[config.mk]
export PLATFORM = sky130hd
export DESIGN_NAME = sys_array_pe_db
export DESIGN_NICKNAME = d
export VERILOG_FILES = /design/src/rtl/sys_array_pe_db.sv
export SDC_FILE = /design/constraint.sdc
export NUM_CORES = 1
export LEC_CHECK = 0
export CORE_MARGIN = 10
export CORE_UTILIZATION = 45
export CTS_CLUSTER_DIAMETER = 100
export CTS_CLUSTER_SIZE = 12
export DETAILED_ROUTE_END_ITERATION = 8
export DONT_BUFFER_PORTS = 1
export GPL_ROUTABILITY_DRIVEN = 0
export HOLD_SLACK_MARGIN = 0.15
export SYNTH_ARGS = -nofsm -noshare
export SYNTH_HDL_FRONTEND = slang
export SYNTH_SLANG_ARGS = --single-unit
[constraint.sdc]
create_clock -name clk -period 12.45 [get_ports clk]
set_input_delay 3.735 -clock clk [delete_from_list [all_inputs] [get_ports clk]]
set_output_delay 3.735 -clock clk [all_outputs]
set_load 0.01 [all_outputs]
[src/rtl/sys_array_pe_db.sv]
`default_nettype none
// ============================================================================
// Module   : sys_array_pe_db
// Purpose  : Weight-stationary signed MAC cell with a double-buffered weight,
//            valid tracking and optional saturating accumulation.
// Revision : 1.0  initial release
// ============================================================================
module sys_array_pe_db #(
  parameter int DATA_WIDTH = 8,
  parameter int ACC_WIDTH  = 2*DATA_WIDTH+4,
  parameter bit SATURATE   = 1'b1
) (
  input  logic                  clk,
  input  logic                  reset,
  input  logic                  param_load,
  input  logic [DATA_WIDTH-1:0] param_data,
  output logic [DATA_WIDTH-1:0] prop_param,
  output logic                  prop_param_load,
  input  logic                  param_swap,
  input  logic                  in_valid,
  input  logic [DATA_WIDTH-1:0] input_data,
  input  logic [ACC_WIDTH-1:0]  prop_data,
  output logic [DATA_WIDTH-1:0] prop_input,
  output logic                  prop_valid,
  output logic                  out_valid,
  output logic [ACC_WIDTH-1:0]  out_data,
  output logic                  ovf,
  input  logic                  ovf_clear
);

  localparam int PW = 2*DATA_WIDTH;
  localparam logic [ACC_WIDTH-1:0] C_ACC_MAX = {1'b0, {(ACC_WIDTH-1){1'b1}}};
  localparam logic [ACC_WIDTH-1:0] C_ACC_MIN = {1'b1, {(ACC_WIDTH-1){1'b0}}};

  logic [DATA_WIDTH-1:0] r_active_w;
  logic [DATA_WIDTH-1:0] r_shadow_w;
  logic                  r_shadow_full;

  logic [PW-1:0]        w_a_ext;
  logic [PW-1:0]        w_w_ext;
  logic [PW-1:0]        w_prod;
  logic [ACC_WIDTH:0]   w_sum;
  logic                 w_ovf;
  logic [ACC_WIDTH-1:0] w_result;

  // Operands are sign-extended to the product width so the low PW bits of the
  // multiply are the exact signed product.
  assign w_a_ext = {{DATA_WIDTH{input_data[DATA_WIDTH-1]}}, input_data};
  assign w_w_ext = {{DATA_WIDTH{r_active_w[DATA_WIDTH-1]}}, r_active_w};
  assign w_prod  = w_a_ext * w_w_ext;
  assign w_sum   = {{(ACC_WIDTH+1-PW){w_prod[PW-1]}}, w_prod}
                 + {prop_data[ACC_WIDTH-1], prop_data};
  assign w_ovf   = w_sum[ACC_WIDTH] ^ w_sum[ACC_WIDTH-1];

  generate
    if (SATURATE) begin : g_sat
      assign w_result = !w_ovf ? w_sum[ACC_WIDTH-1:0]
                      : (w_sum[ACC_WIDTH] ? C_ACC_MIN : C_ACC_MAX);
    end else begin : g_wrap
      assign w_result = w_sum[ACC_WIDTH-1:0];
    end
  endgenerate

  always_ff @(posedge clk) begin
    if (reset) begin
      r_active_w      <= '0;
      r_shadow_w      <= '0;
      r_shadow_full   <= 1'b0;
      prop_param      <= '0;
      prop_param_load <= 1'b0;
      prop_input      <= '0;
      prop_valid      <= 1'b0;
      out_valid       <= 1'b0;
      out_data        <= '0;
      ovf             <= 1'b0;
    end else begin
      prop_param      <= param_data;
      prop_param_load <= param_load;
      prop_input      <= input_data;
      prop_valid      <= in_valid;

      // A swap takes the old shadow even when a new load lands the same cycle.
      if (param_swap && r_shadow_full)
        r_active_w <= r_shadow_w;
      if (param_load) begin
        r_shadow_w    <= param_data;
        r_shadow_full <= 1'b1;
      end else if (param_swap && r_shadow_full) begin
        r_shadow_full <= 1'b0;
      end

      out_valid <= in_valid;
      if (in_valid)
        out_data <= w_result;

      if (in_valid && w_ovf)
        ovf <= 1'b1;
      else if (ovf_clear)
        ovf <= 1'b0;
    end
  end

endmodule
`default_nettype wire
==> impl_metrics.env <==
export IMPL_grt_use_met2=0.2263
export IMPL_cp_cell_sequence="and2_1, inv_1, fa_1, inv_1, fa_1, fa_1, fa_1, fa_1, ha_1, o21ai_0, o21ai_0, a21oi_1, a21o_2, a211oi_2, buf_4, maj3_1, a211oi_1"
export IMPL_drt_pass1_iter_count=4
export IMPL_die_height_um=134.9
export IMPL_arrival_ns=9.38
export IMPL_clockRootBuffer="clkbuf_16"
export IMPL_power_mw=0.5229
export IMPL_ctsResizeCount=0
export IMPL_gr_usage_met3=0.04340
export IMPL_antenna_found_initial=0
export IMPL_setup_tns_ns=0
export IMPL_cp_max_fo=21
export IMPL_async_flop_share=0
export IMPL_cp_end_kind="register"
export IMPL_final_cell_mix="inv_1 (101), fa_1 (92), dfxtp_1 (56), ha_1 (48), nor2_1 (44)"
export IMPL_grt_max_degree=57
export IMPL_ys_seq_area_frac=0.1888
export IMPL_slew_headroom=0.4083
export IMPL_clkLatencyLatePin_ns=0.30
export IMPL_layout_min_cycle_time_ns=9.167
export IMPL_drtIter0Drc=238
export IMPL_postSynthAreaPerCell_sq_um=9.914
export IMPL_finalHoldViolCount=0
export IMPL_grtUsageTotal=0.1420
export IMPL_synth_flop_cell="dfxtp_1"
export IMPL_synthCells=599
export IMPL_ir_drop_v=0.00006683
export IMPL_r2r_slack_ns=6.07
export IMPL_power_density_nw_per_um2=84.24
export IMPL_crit_path_start="input_data[7]"
export IMPL_r2r_end="out_data[0]"
export IMPL_drc=0
export IMPL_wl_per_cell_um=15.98
export IMPL_fin_skew_ns=0.004987
export IMPL_cts_sinks=56
export IMPL_ys_ff_latch=56
export IMPL_grt_pass1_vias=4163
export IMPL_setup_viol=0
export IMPL_grt_pass1_wl_mm=21.25
export IMPL_cts_buffers=5
export IMPL_grt_overflow=0
export IMPL_yosysUniqueCellTypes=50
export IMPL_top_usage_layer="met2"
export IMPL_layout_commonest_cell="inv_1"
export IMPL_syn_nets=781
export IMPL_core_area_sq_um=12770
export IMPL_antenna_left=0
export IMPL_rsz0062_at_grt="false"
export IMPL_wirelength_mm=12.13
export IMPL_cts_buffer_depth=2
export IMPL_reg2reg_depth=17
export IMPL_reg2reg_from="r_active_w[0]"
export IMPL_die_w_um=134.9
export IMPL_outcome="complete, no violations"
export IMPL_synth_area_sq_um=5938
export IMPL_timing_final_ws_setup_ns=3.283
export IMPL_row_count=41
export IMPL_period_share=0.7363
export IMPL_dp_slack_ns=2.969
export IMPL_cts_tree="done"
export IMPL_fin_worst_hold_slack_ns=0.4797
export IMPL_max_cap_violations=0
export IMPL_fin_nets=768
export IMPL_max_freq_mhz=109.1
export IMPL_slowest_stage="and2_1"
export IMPL_synth_edf_count=0
export IMPL_setup_worst_path_end="out_data[0]"
export IMPL_start_util=0.4649
export IMPL_crit_top_cell="fa_1"
export IMPL_critPathKind="in -> reg"
export IMPL_hold_path_class="reg -> reg"
export IMPL_antenna_cells=0
export IMPL_place_hpwl_mm=10.15
export IMPL_critPathMaxStageDelay_ns=0.69
export IMPL_final_util=0.4859
export IMPL_hold_buffers=0
export IMPL_portBuffers=0
export IMPL_ys_warn_count=0
export IMPL_postCtsSetupBuffers=0
export IMPL_slew_viol_final=0
export IMPL_vias=3937
export IMPL_drive_gt1_frac=0.09029
export IMPL_dieArea_sq_um=18190
export IMPL_io_pins=82
export IMPL_area_growth_pct=4.530
export IMPL_path_clk_slew_ns=0.07
export IMPL_leakagePower_nw=3.001
export IMPL_cts_htree_levels=2
export IMPL_crit_required_ns=12.66
export IMPL_viasPerCell=5.187
export IMPL_start_kind="primary input"
export IMPL_worstMarginPinSlew_ns=0.8875
export IMPL_met1_usage=0.1852
-- cell families (layout without fill, tap and decap cells) --
group,count (synthesis),count (layout),share of synthesized area
multiplexers,10,10,0.01707
buffers and inverters,123,111,0.08238
XOR/XNOR,17,17,0.03224
AO/OA/AOI/OAI,74,74,0.1005
AND/OR/NAND/NOR,160,160,0.1319
adder cells (fa/ha/maj),159,159,0.4471
flip-flops,56,56,0.1888
-- report_power, final --
part	total, mW	switching [mW]	internal [mW]
combinational	0.168	0.0896	0.0783
sequential	0.212	0.0178	0.194
clock	0.143	0.0638	0.0795
total	0.523	0.171	0.352
-- stage by stage --
| step | cells | cell area, sq um |
|---|---|---|
| 5_1_grt | 759 | 6207 |
| 3_5_place_dp | 751 | 6058 |
| 3_3_place_gp | 751 | 6058 |
| 2_1_floorplan | 599 | 5938 |
| 4_1_cts | 759 | 6207 |
| 6_report | 759 | 6207 |
-- Yosys cell counts, types with 2 or more instances --
master | n | share of area
nand2_1 | 39 | 0.025
buf_1 | 3 | 0.0019
a21oi_1 | 19 | 0.016
ha_1 | 48 | 0.10
maj3_2 | 18 | 0.034
mux2i_1 | 9 | 0.015
dfxtp_1 | 56 | 0.19
xnor2_2 | 2 | 0.0055
o21ai_0 | 9 | 0.0076
a211oi_2 | 19 | 0.040
a21o_1 | 6 | 0.0076
clkbuf_1 | 14 | 0.0088
fa_1 | 92 | 0.31
o21a_1 | 4 | 0.0051
or3_1 | 3 | 0.0032
and2_1 | 32 | 0.034
xnor3_1 | 2 | 0.0076
inv_1 | 101 | 0.064
a211oi_1 | 3 | 0.0038
nor2b_1 | 25 | 0.026
buf_6 | 3 | 0.0057
nand3_1 | 10 | 0.0084
nor2_1 | 44 | 0.028
xor2_1 | 9 | 0.013
xnor2_1 | 4 | 0.0059
-- layout make-up --
class	count	area (sq um)
multi-input cells	420	4328
clock buffers	6	138.9
inverters	101	379.1
clock inverters	2	10.01
well taps	172	215.2
repair buffers	2	15.01
flip-flops and latches	56	1121
fillers	1198	6566
-- worst max-delay path: cells and delay by family --
family | cells | cell delay (ns)
AND/OR/NAND/NOR | 1 | 0.69
AO/OA/AOI/OAI | 6 | 1.26
buffers and inverters | 3 | 0.41
adder cells (fa/ha/maj) | 7 | 3.27
-- routing by layer --
metal | up-vias | share of wire
met4 | 0 | 0.0099
met3 | 10 | 0.078
met2 | 99 | 0.48
met5 | - | 0
met1 | 1961 | 0.43
li1 | 1867 | -
-- worst min path at each step --
stage | from | endpoint | slack [ns] | cells past startpoint
6_report | r_shadow_w[0] | r_active_w[0] | 0.48 | 2
2_1_floorplan | r_shadow_w[5] | r_active_w[5] | 0.46 | 2
5_1_grt | r_shadow_w[0] | r_active_w[0] | 0.51 | 2
3_5_place_dp | r_shadow_w[0] | r_active_w[0] | 0.47 | 2
3_3_place_gp | r_shadow_w[7] | r_active_w[7] | 0.47 | 2
4_1_cts | r_shadow_w[0] | r_active_w[0] | 0.48 | 2
-- sequential cells by signal, summed over array words and instances, names as in the netlist, 8 cells and up --
| register | flops |
|---|---|
| out_data | 20 |
| r_shadow_w | 8 |
| prop_param | 8 |
| prop_input | 8 |
| r_active_w | 8 |
Power figures use the tool's default switching activity.
